--- src/rtl/bus_stream_fifo.sv ---
// CPU-to-hardware word FIFO: the bus side pushes through a DATA register, and a
// show-ahead valid/ready stream port drains it. STATUS and CONTROL (flush) registers are also provided.
module bus_stream_fifo #(
  parameter int DEPTH = 16,
  parameter int CW    = $clog2(DEPTH) + 1
) (
  input  logic        i_clock,
  input  logic        i_reset,
  input  logic        i_request,
  input  logic        i_rw,
  input  logic [31:0] i_address,
  input  logic [31:0] i_wdata,
  output logic [31:0] o_rdata,
  output logic        o_ready,
  output logic [31:0] o_data,
  output logic        o_valid,
  input  logic        i_ready
);

  localparam int AW = $clog2(DEPTH);

  localparam logic [1:0] REG_DATA    = 2'd0;
  localparam logic [1:0] REG_STATUS  = 2'd1;
  localparam logic [1:0] REG_CONTROL = 2'd2;

  typedef enum logic [1:0] {
    S_IDLE = 2'd0,
    S_EXEC = 2'd1,
    S_ACK  = 2'd2
  } state_e;

  state_e          state_q, state_d;
  logic            ready_q, ready_d;
  logic [31:0]     rdata_q, rdata_d;
  logic [CW-1:0]   count_q, count_d;
  logic [AW-1:0]   rd_ptr_q, rd_ptr_d;
  logic [AW-1:0]   wr_ptr_q, wr_ptr_d;
  logic [31:0]     mem [DEPTH];

  logic            full;
  logic            empty;
  logic            pop;
  logic [1:0]      reg_sel;
  logic            data_write;
  logic            push;
  logic            stall;
  logic            flush;
  logic [31:0]     status_word;

  // Only address bits [3:2] select a register.
  logic            unused_addr;
  assign unused_addr = ^{i_address[31:4], i_address[1:0]};

  assign full        = (count_q == CW'(DEPTH));
  assign empty       = (count_q == '0);
  assign pop         = !empty && i_ready;
  assign reg_sel     = i_address[3:2];
  assign data_write  = (state_q == S_EXEC) && i_rw && (reg_sel == REG_DATA);
  assign push        = data_write && !full;
  assign stall       = data_write && full;
  assign flush       = (state_q == S_EXEC) && i_rw && (reg_sel == REG_CONTROL) && i_wdata[0];
  assign status_word = {16'h0000, 8'(count_q), 6'b000000, full, empty};

  // Bus handshake: IDLE -> EXEC (access happens once) -> ACK until request drops.
  always_comb begin
    // NOTE: every always_comb output gets a default first so no path can infer a latch.
    state_d = state_q;
    ready_d = ready_q;
    rdata_d = rdata_q;
    unique case (state_q)
      S_IDLE: begin
        if (i_request) state_d = S_EXEC;
      end
      S_EXEC: begin
        if (!stall) begin
          state_d = S_ACK;
          ready_d = 1'b1;
          rdata_d = (!i_rw && reg_sel == REG_STATUS) ? status_word : 32'h0;
        end
      end
      S_ACK: begin
        if (!i_request) begin
          state_d = S_IDLE;
          ready_d = 1'b0;
        end
      end
      default: begin
        state_d = S_IDLE;
        ready_d = 1'b0;
      end
    endcase
  end

  // Flush wins over a same-cycle pop; a push and a pop together leave count unchanged.
  always_comb begin
    count_d  = count_q;
    rd_ptr_d = rd_ptr_q;
    wr_ptr_d = wr_ptr_q;
    if (flush) begin
      count_d  = '0;
      rd_ptr_d = '0;
      wr_ptr_d = '0;
    end else begin
      if (push) wr_ptr_d = wr_ptr_q + AW'(1);
      if (pop)  rd_ptr_d = rd_ptr_q + AW'(1);
      unique case ({push, pop})
        2'b10:   count_d = count_q + CW'(1);
        2'b01:   count_d = count_q - CW'(1);
        default: count_d = count_q;
      endcase
    end
  end

  always_ff @(posedge i_clock) begin
    if (i_reset) begin
      state_q  <= S_IDLE;
      ready_q  <= 1'b0;
      rdata_q  <= 32'h0;
      count_q  <= '0;
      rd_ptr_q <= '0;
      wr_ptr_q <= '0;
    end else begin
      // NOTE: sequential state uses non-blocking assignments so every flop samples pre-edge values.
      state_q  <= state_d;
      ready_q  <= ready_d;
      rdata_q  <= rdata_d;
      count_q  <= count_d;
      rd_ptr_q <= rd_ptr_d;
      wr_ptr_q <= wr_ptr_d;
    end
  end

  // NOTE: storage is deliberately left out of reset; valid data is tracked by count and pointers.
  always_ff @(posedge i_clock) begin
    if (push && !i_reset) mem[wr_ptr_q] <= i_wdata;
  end

  assign o_ready = ready_q;
  assign o_rdata = rdata_q;
  assign o_data  = mem[rd_ptr_q];
  assign o_valid = !empty;

endmodule

--- config.mk ---
export PLATFORM = sky130hd
export DESIGN_NAME = bus_stream_fifo
export DESIGN_NICKNAME = d
export VERILOG_FILES = /design/src/rtl/bus_stream_fifo.sv
export SDC_FILE = /design/constraint.sdc
export NUM_CORES = 1
export LEC_CHECK = 0
export ABC_AREA = 1
export CORE_ASPECT_RATIO = 1.4
export CORE_MARGIN = 2
export CORE_UTILIZATION = 50
export CTS_CLUSTER_SIZE = 30
export DETAILED_ROUTE_END_ITERATION = 12
export PLACE_DENSITY = 0.69
export SLEW_MARGIN = 30
export SYNTH_ARGS = -nofsm -noshare
export SYNTH_HDL_FRONTEND = slang
export SYNTH_SLANG_ARGS = --single-unit
--- constraint.sdc ---
create_clock -name i_clock -period 6.9 [get_ports i_clock]
set_input_delay 1.725 -clock i_clock [delete_from_list [all_inputs] [get_ports i_clock]]
set_output_delay 1.725 -clock i_clock [all_outputs]
set_load 0.005 [all_outputs]
==> results of run 1 <==
## layout make-up
cell class	instances	area, µm²	area share (%)
Clock buffer	61	1270	5.15
Clock inverter	27	161	0.655
Inverter	153	582	2.36
Multi-Input combinational cell	773	4900	19.9
Sequential cell	539	15900	64.7
Tap cell	552	691	2.80
Timing Repair Buffer	108	1090	4.44
## synthesized netlist by cell type (9+ instances only)
cell and instances:
buf_4 31, a21oi_1 147, buf_8 9, inv_1 151, dfxtp_1 27, nand2_1 66, nand3_1 64, o21ai_1 24
o21ai_0 130, buf_2 12, clkbuf_1 50, edfxtp_1 512, mux2i_1 128, o211ai_1 129, nor2_1 33
## power breakdown
group	internal (mW)	switching, mW	leakage (nW)	total [mW]
clock	1.34	1.11	0.705	2.45
combinational	0.710	0.927	2.61	1.64
sequential	3.60	0.0790	4.82	3.68
## path summary, 6_finish.rpt
kind / to
max: o_data[5]
min: o_rdata[12]$_SDFFE_PP0P_
max reg2reg: mem[8][23]$_DFFE_PP_
min reg2reg: o_rdata[12]$_SDFFE_PP0P_
## worst max-delay path, delay by kind of cell, from the launching register on
family / cells / cell delay (ns)
buf+inv: 4 / 1.99
simple gates: 1 / 0.16
compound gates: 1 / 0.16
flops: 1 / 0.31
## flip-flops by register name (all words and copies together), names as in the netlist, named ones only
signal    count
wr_ptr_q      4
rd_ptr_q      4
count_q       5
o_rdata       7
mem         512
state_q       2
o_ready       1
## kinds of logic after synthesis
family	Yosys count	synth area share (%)
adders and majority gates	7	0.399
other	1	0.0171
buffers and inverters	273	6.15
DFF	539	72.5
xor gates and xnor gates	6	0.239
muxes	128	5.84
AOI/OAI and AO/OA	432	11.3
and+or+nand+nor	175	3.51
## per-layer routing
metal	vias up	part of all wire [%]	wire [µm]	global-route usage [%]
met4	2	3.0	1410	7.34
met1	6193	39	18500	25.6
met2	399	52	24200	36.4
met5	-	0.028	13	0
li1	5858	-	-	-
met3	90	6.0	2800	3.25
==> flow_summary.ini, run 1 <==
[final_layout]
final_common_cell = edfxtp_1
stdcell_count = 2213
utilization_pct = 56.9
areaGrowthSynthToFinish_pct = 12.2
antenna-diode-count = 0
n_fill_cell = 3374
stdcell_area_mm2 = 0.0246
fin_nets = 1698
drive_above_1_share_pct = 7.22
final_cell_mix = 512 x edfxtp_1, 149 x inv_1, 147 x a21oi_1

[synthesis]
synth.distinct_cells = 34
synth_largest_area_cell = edfxtp_1
synth_area_per_cell_um2 = 14.1
ys_ff_latch = 539
synthCells = 1561
ys_top_cells_by_area = edfxtp_1 70%, mux2i_1 5.8%, o211ai_1 4.4%
synth_edf_count = 512
syn_area_mm2 = 0.0220
synth_top_area_share_pct = 70.0
yosysWarnings = 0
synth_seq_area_share_pct = 72.5
async_reset_ff_share_pct = 0
synth-main-ff-cell = edfxtp_1

[clock_tree]
root_buffer = clkbuf_16
clockBufferDepth = 3
cts_buffers = 47
cts.clk_slew.worst_paths_ns = 0.06
cts_hold_buf = 0
clk_latency_ns = 0.57
cts_sinks = 539
post-cts-setup-buffer-count = 0
cts.repair.resized = 0
tritoncts = done
cts_htree_levels = 2

[setup_path]
r2r-start = state_q[0]$_SDFFE_PP0P_
crit_top_cell = buf_4
crit_chain = buf_4, clkinv_1, buf_4, o211ai_1, nand2_1, clkdlybuf4s50_1
reg2regPathDepth = 7
crit_fanout = 33
crit_type = reg -> out
end_kind = output pin
critPathSlowestCell = clkinv_1
worstPathArrival_ns = 3.21
startpoint_type = flip-flop
reg2reg_slack_ns = 3.99
critPathMaxStageDelay_ns = 0.56
crit_required_ns = 5.18

[sta]
fin_ws_ns = 1.96
setup_viol = 0
slew_violations = 0
hold_violations = 0
max_slew_margin_pct = 41.3
period_minus_slack_ns = 4.94
worst-slew-pin-transition_ns = 0.879
finalClockSkew_ns = 0.0187
timing.hold.ws_ns = 0.471
fin_crit_sh_pct = 71.6
rsz0062_at_grt = no
setup_tns_ns = 0
fmax_mhz = 202

[worst_hold_path]
min_path_type = reg -> reg
min_from = o_rdata[12]$_SDFFE_PP0P_
min_path_cells = 2

[power]
peakVddDrop_v = 0.000180
p_leak_nw = 8.14
p_per_area_mw_per_mm2 = 316
finalPower_mw = 7.77

[job]
cap_violations = 0

[placed_design]
dpl_cell_area_mm2 = 0.0232
place.gp.congestion = 0.744
hpwl_um = 24400
post-place-ws_ns = 2.11
dp.cells = 2124
io_buffers = 79

[drt]
dr_total_vias = 12542
routed_via_density = 5.67
drt.antenna.violating_nets = 0
drt_pass1_iterations = 5
avgRoutedWirePerCell_um = 21.2
routed_wirelength_um = 46900
drt_iter0_drc = 1119
drc = 0

[floorplan]
rows = 90
die_h_um = 252
dieArea_mm2 = 0.0456
ios = 135
initial_core_util_pct = 50.8
dieWidth_um = 181
coreArea_mm2 = 0.0432

[global_route]
antenna_found_initial = 1
grt_pass1_wl_um = 71100
grt_max_degree = 129
grt_pass1_vias = 12488
grt.total_usage_pct = 20.5
grt_overflow = 0

[run_status]
outcome = complete, no violations
Power figures use the tool's default switching activity.
==> inputs of run 2 (changes only) <==
- clock period: 6.9 -> 4.91 ns (I/O delays scaled with it)
==> flow_summary.ini, run 2 (synthesized netlist as in run 1, its figures left out) <==
[placed_design]
dp.cells = 2135
hpwl_um = 25300
io_buffers = 79
place.gp.congestion = 0.768

[global_route]
grt_overflow = 0
grt_pass1_wl_um = 70600
grt_pass1_vias = 12498
antenna_found_initial = 2
grt.total_usage_pct = 20.3
grt_max_degree = 67

[sta]
max_slew_margin_pct = 47.7
period_minus_slack_ns = 4.32
fin_crit_sh_pct = 88.0
setup_viol = 0
finalClockSkew_ns = 0.0192
worst-slew-pin-transition_ns = 0.782
slew_violations = 0
rsz0062_at_grt = no
hold_violations = 0
timing.hold.ws_ns = 0.470
fmax_mhz = 231
setup_tns_ns = 0

[run_status]
outcome = complete, no violations

[drt]
drt_iter0_drc = 1057
avgRoutedWirePerCell_um = 21.0
drt.antenna.violating_nets = 0
routed_wirelength_um = 46600
dr_total_vias = 12633
routed_via_density = 5.69
drc = 0
drt_pass1_iterations = 5

[job]
cap_violations = 0

[setup_path]
crit_required_ns = 3.68
crit_fanout = 48
startpoint_type = flip-flop
crit_top_cell = o211ai_1
reg2reg_slack_ns = 2.17
crit_type = reg -> out
critPathCapture = o_data[5]
critPathMaxStageDelay_ns = 0.64
timing.rr.end = mem[3][24]$_DFFE_PP_
r2r-start = state_q[0]$_SDFFE_PP0P_
crit_chain = inv_4, buf_4, o211ai_1, o211ai_1, nand2_1, clkdlybuf4s50_1
end_kind = output pin
critPathSlowestCell = dfxtp_4
worstPathArrival_ns = 3.10
reg2regPathDepth = 7

[floorplan]
die_h_um = 252
coreArea_mm2 = 0.0432
rows = 90
ios = 135
initial_core_util_pct = 50.8
dieWidth_um = 181
dieArea_mm2 = 0.0456

[clock_tree]
cts.repair.resized = 0
cts.clk_slew.worst_paths_ns = 0.06
tritoncts = done
cts_htree_levels = 2
root_buffer = clkbuf_16
cts_buffers = 47
clockBufferDepth = 3
clk_latency_ns = 0.56
cts_sinks = 539
post-cts-setup-buffer-count = 0
cts_hold_buf = 0

[worst_hold_path]
min_path_type = reg -> reg
min_from = o_rdata[8]$_SDFFE_PP0P_

[final_layout]
stdcell_count = 2219
fin_nets = 1708
largest_reg_flops = 512
largest_register = mem
areaGrowthSynthToFinish_pct = 13.0
final_cell_mix = 512 x edfxtp_1, 149 x inv_1, 147 x a21oi_1
final_common_cell = edfxtp_1
drive_above_1_share_pct = 8.04

[power]
combPwrFrac_pct = 21.0
p_seq_share_pct = 47.1
peakVddDrop_v = 0.000253
clkPwrFrac_pct = 31.9
p_per_area_mw_per_mm2 = 446
switchingPower_mw = 2.98
p_sw_share_pct = 26.9
p_leak_nw = 8.23
internal-power_mw = 8.07
run 2: changes by cell type in the layout (fill, tap and decap cells not counted), moves of 2 or more:
cell       change
buf_12        +11
buf_16         -3
buf_4          +2
bufinv_16      +2
clkbuf_16      +2
clkbuf_8       -4
clkinv_1       -9
clkinv_2       +9
inv_4          +2
inv_6          -4
run 2: metrics by stage:
step | instance area [µm²] | utilization (%) | power, mW | setup slack [ns]
floorplan | 22000 | - | 6.99 | 1.20
global placement | 23300 | 54.0 | 7.57 | 0.841
detailed placement | 23300 | 54.0 | 7.62 | 0.833
CTS | 24800 | 57.3 | 11.1 | 0.562
global route | 24800 | 57.3 | 11.6 | 0.442
finish | 24800 | 57.3 | 11.0 | 0.587
run 2: area by class of cell:
cell class	instances	area, µm²
clock buffers	58	1260
repair buffers	118	1250
inverters	153	581
multi-input cells	773	4900
well taps	552	691
flip-flops and latches	539	15900
diodes	1	2.50
clock inverters	25	193
fillers	3353	18400
run 2: routing by layer:
metal	up-vias	GRT usage, %	part of all wire (%)
met5	-	0	0.028
met1	6302	25.1	39
met4	2	6.64	2.4
li1	5868	-	-
met2	381	36.5	53
met3	80	3.33	6.1
run 2: worst min-delay path by stage:
stage / endpoint / cells past startpoint
2_1_floorplan: o_rdata[0]$_SDFFE_PP0P_ / 2
3_3_place_gp: o_rdata[8]$_SDFFE_PP0P_ / 2
3_5_place_dp: o_rdata[8]$_SDFFE_PP0P_ / 2
4_1_cts: o_rdata[8]$_SDFFE_PP0P_ / 2
5_1_grt: o_rdata[9]$_SDFFE_PP0P_ / 2
6_report: o_rdata[8]$_SDFFE_PP0P_ / 2
run 2: worst max-delay path, delay by kind of cell, from the launching register on:
| kind | cells | cell delay (ns) |
|---|---|---|
| AOI/OAI and AO/OA | 2 | 0.42 |
| DFF | 1 | 0.64 |
| and+or+nand+nor | 1 | 0.20 |
| buffers and inverters | 3 | 1.22 |
run 2: power by group through the flow:
| stage | registers, mW | logic, mW | clock network [mW] |
|---|---|---|---|
| finish | 5.20 | 2.32 | 3.53 |
| floorplan | 5.19 | 1.79 | 0 |
| CTS | 5.20 | 2.34 | 3.58 |
| detailed placement | 5.30 | 2.32 | 0 |
| global route | 5.21 | 2.58 | 3.76 |
| global placement | 5.30 | 2.27 | 0 |
==> inputs of run 3 (changes only) <==
- CORE_UTILIZATION: 50 -> 58
- PLACE_DENSITY: 0.69 -> 0.78
==> flow_summary.ini, run 3 (synthesized netlist as in run 1, its figures left out) <==
[drt]
drt_iter0_drc = 1305
dr_total_vias = 12891
routed_via_density = 6.02
drc = 0
avgRoutedWirePerCell_um = 21.8
drt.antenna.violating_nets = 0
routed_wirelength_um = 46700
drt_pass1_iterations = 5

[final_layout]
largest_register = mem
fin_nets = 1704
antenna-diode-count = 0
areaGrowthSynthToFinish_pct = 12.5
stdcell_area_mm2 = 0.0247
largest_reg_flops = 512
final_cell_mix = 512 x edfxtp_1, 150 x inv_1, 147 x a21oi_1
drive_above_1_share_pct = 8.04
n_fill_cell = 2499
final_common_cell = edfxtp_1

[setup_path]
reg2regPathDepth = 7
critPathSlowestCell = dfxtp_4
crit_top_cell = o211ai_1
r2r-start = count_q[1]$_SDFFE_PP0P_
end_kind = output pin
worstPathArrival_ns = 2.91
path_buf_inv = 2
cp_num_cells = 5
crit_fanout = 48
crit_type = reg -> out
startpoint_type = flip-flop
crit_required_ns = 3.68
crit_family = buffers and inverters
critPathMaxStageDelay_ns = 0.70
crit_chain = buf_4, o211ai_1, o211ai_1, nand2_1, clkdlybuf4s50_1

[floorplan]
ios = 135
die_h_um = 234
coreArea_mm2 = 0.0374
initial_core_util_pct = 58.7
dieArea_mm2 = 0.0394
rows = 84
dieWidth_um = 168

[power]
p_per_area_mw_per_mm2 = 450
peakVddDrop_v = 0.000289
finalPower_mw = 11.1
p_leak_nw = 8.22

[clock_tree]
clockBufferDepth = 3
tritoncts = done
cts.clk_slew.worst_paths_ns = 0.06
post-cts-setup-buffer-count = 0
cts_buffers = 47
clk_latency_ns = 0.58
cts_sinks = 539
cts.repair.resized = 0
cts_htree_levels = 2
cts_hold_buf = 0
root_buffer = clkbuf_16

[placed_design]
post-place-ws_ns = 1.00
place.gp.congestion = 0.764
dpl_cell_area_mm2 = 0.0232
hpwl_um = 24200
io_buffers = 79

[global_route]
antenna_found_initial = 1
grt_overflow = 0
grt.total_usage_pct = 23.7
grt_pass1_wl_um = 70600
met1_usage_pct = 29.0
grt_max_degree = 101
grt.met3_usage_pct = 3.54
grt_pass1_vias = 12653
met2_usage_pct = 42.3
busiest_layer = met2

[sta]
setup_viol = 0
setup_tns_ns = 0
fin_ws_ns = 0.773
timing.hold.ws_ns = 0.477
finalClockSkew_ns = 0.0267
fmax_mhz = 242
worst-slew-pin-transition_ns = 0.964
hold_violations = 0
max_slew_margin_pct = 35.7
slew_violations = 0
period_minus_slack_ns = 4.14
rsz0062_at_grt = no
fin_crit_sh_pct = 84.3

[worst_hold_path]
min_from = o_rdata[12]$_SDFFE_PP0P_
min_path_cells = 2
min_path_type = reg -> reg

[run_status]
outcome = complete, no violations

[job]
cap_violations = 0
==> run 3: cell types whose count changed in the layout (fill, tap and decap cells not counted), moves of 2 or more <==
cell	previous run	this run
clkinvlp_4	0	2
clkinv_1	6	10
clkbuf_1	9	5
bufinv_16	3	5
buf_12	13	10
==> run 3: through the flow <==
step                      utilization (%)  instances
after global routing                 66.0       2140
final                                66.0       2140
after floorplan                         -       1585
after global placement               61.9       2052
after detailed placement             61.9       2052
after CTS                            66.0       2140
==> run 3: where the power goes <==
group / internal, mW / switching (mW) / total (mW)
Sequential: 5.06 / 0.0826 / 5.15
Combinational: 1.00 / 1.33 / 2.33
Clock: 2.06 / 1.59 / 3.64
Total: 8.12 / 3.00 / 11.1
==> run 3: path summary, 6_finish.rpt <==
| check | slack, ns | end |
|---|---|---|
| max | 0.77 | o_data[11] |
| min reg2reg | 0.48 | o_rdata[12]$_SDFFE_PP0P_ |
| min | 0.48 | o_rdata[12]$_SDFFE_PP0P_ |
| max reg2reg | 2.31 | mem[3][31]$_DFFE_PP_ |
==> run 3: area by class of cell <==
cell class,count,area [µm²],area share (%)
clock inverters,35,308,1.25
multi-input cells,773,4900,19.8
clock buffers,53,1220,4.94
well taps,473,592,2.40
repair buffers,114,1180,4.77
flip-flops and latches,539,15900,64.5
inverters,153,579,2.35
==> run 3: layer usage <==
metal / routed length (µm) / share of wire (%)
met3: 3150 / 6.7
met2: 24300 / 52
met5: 11 / 0.024
met1: 17700 / 38
met4: 1640 / 3.5
==> run 3: worst reg2reg max path, cell delays in order (launching register included) <==
cell and delay (ns):
dfxtp_1 0.46, nor2_1 0.10, nand3_1 0.10, nand2_1 0.23, inv_1 0.21, nand2_1 0.29
nor2_4 0.64, buf_12 0.26
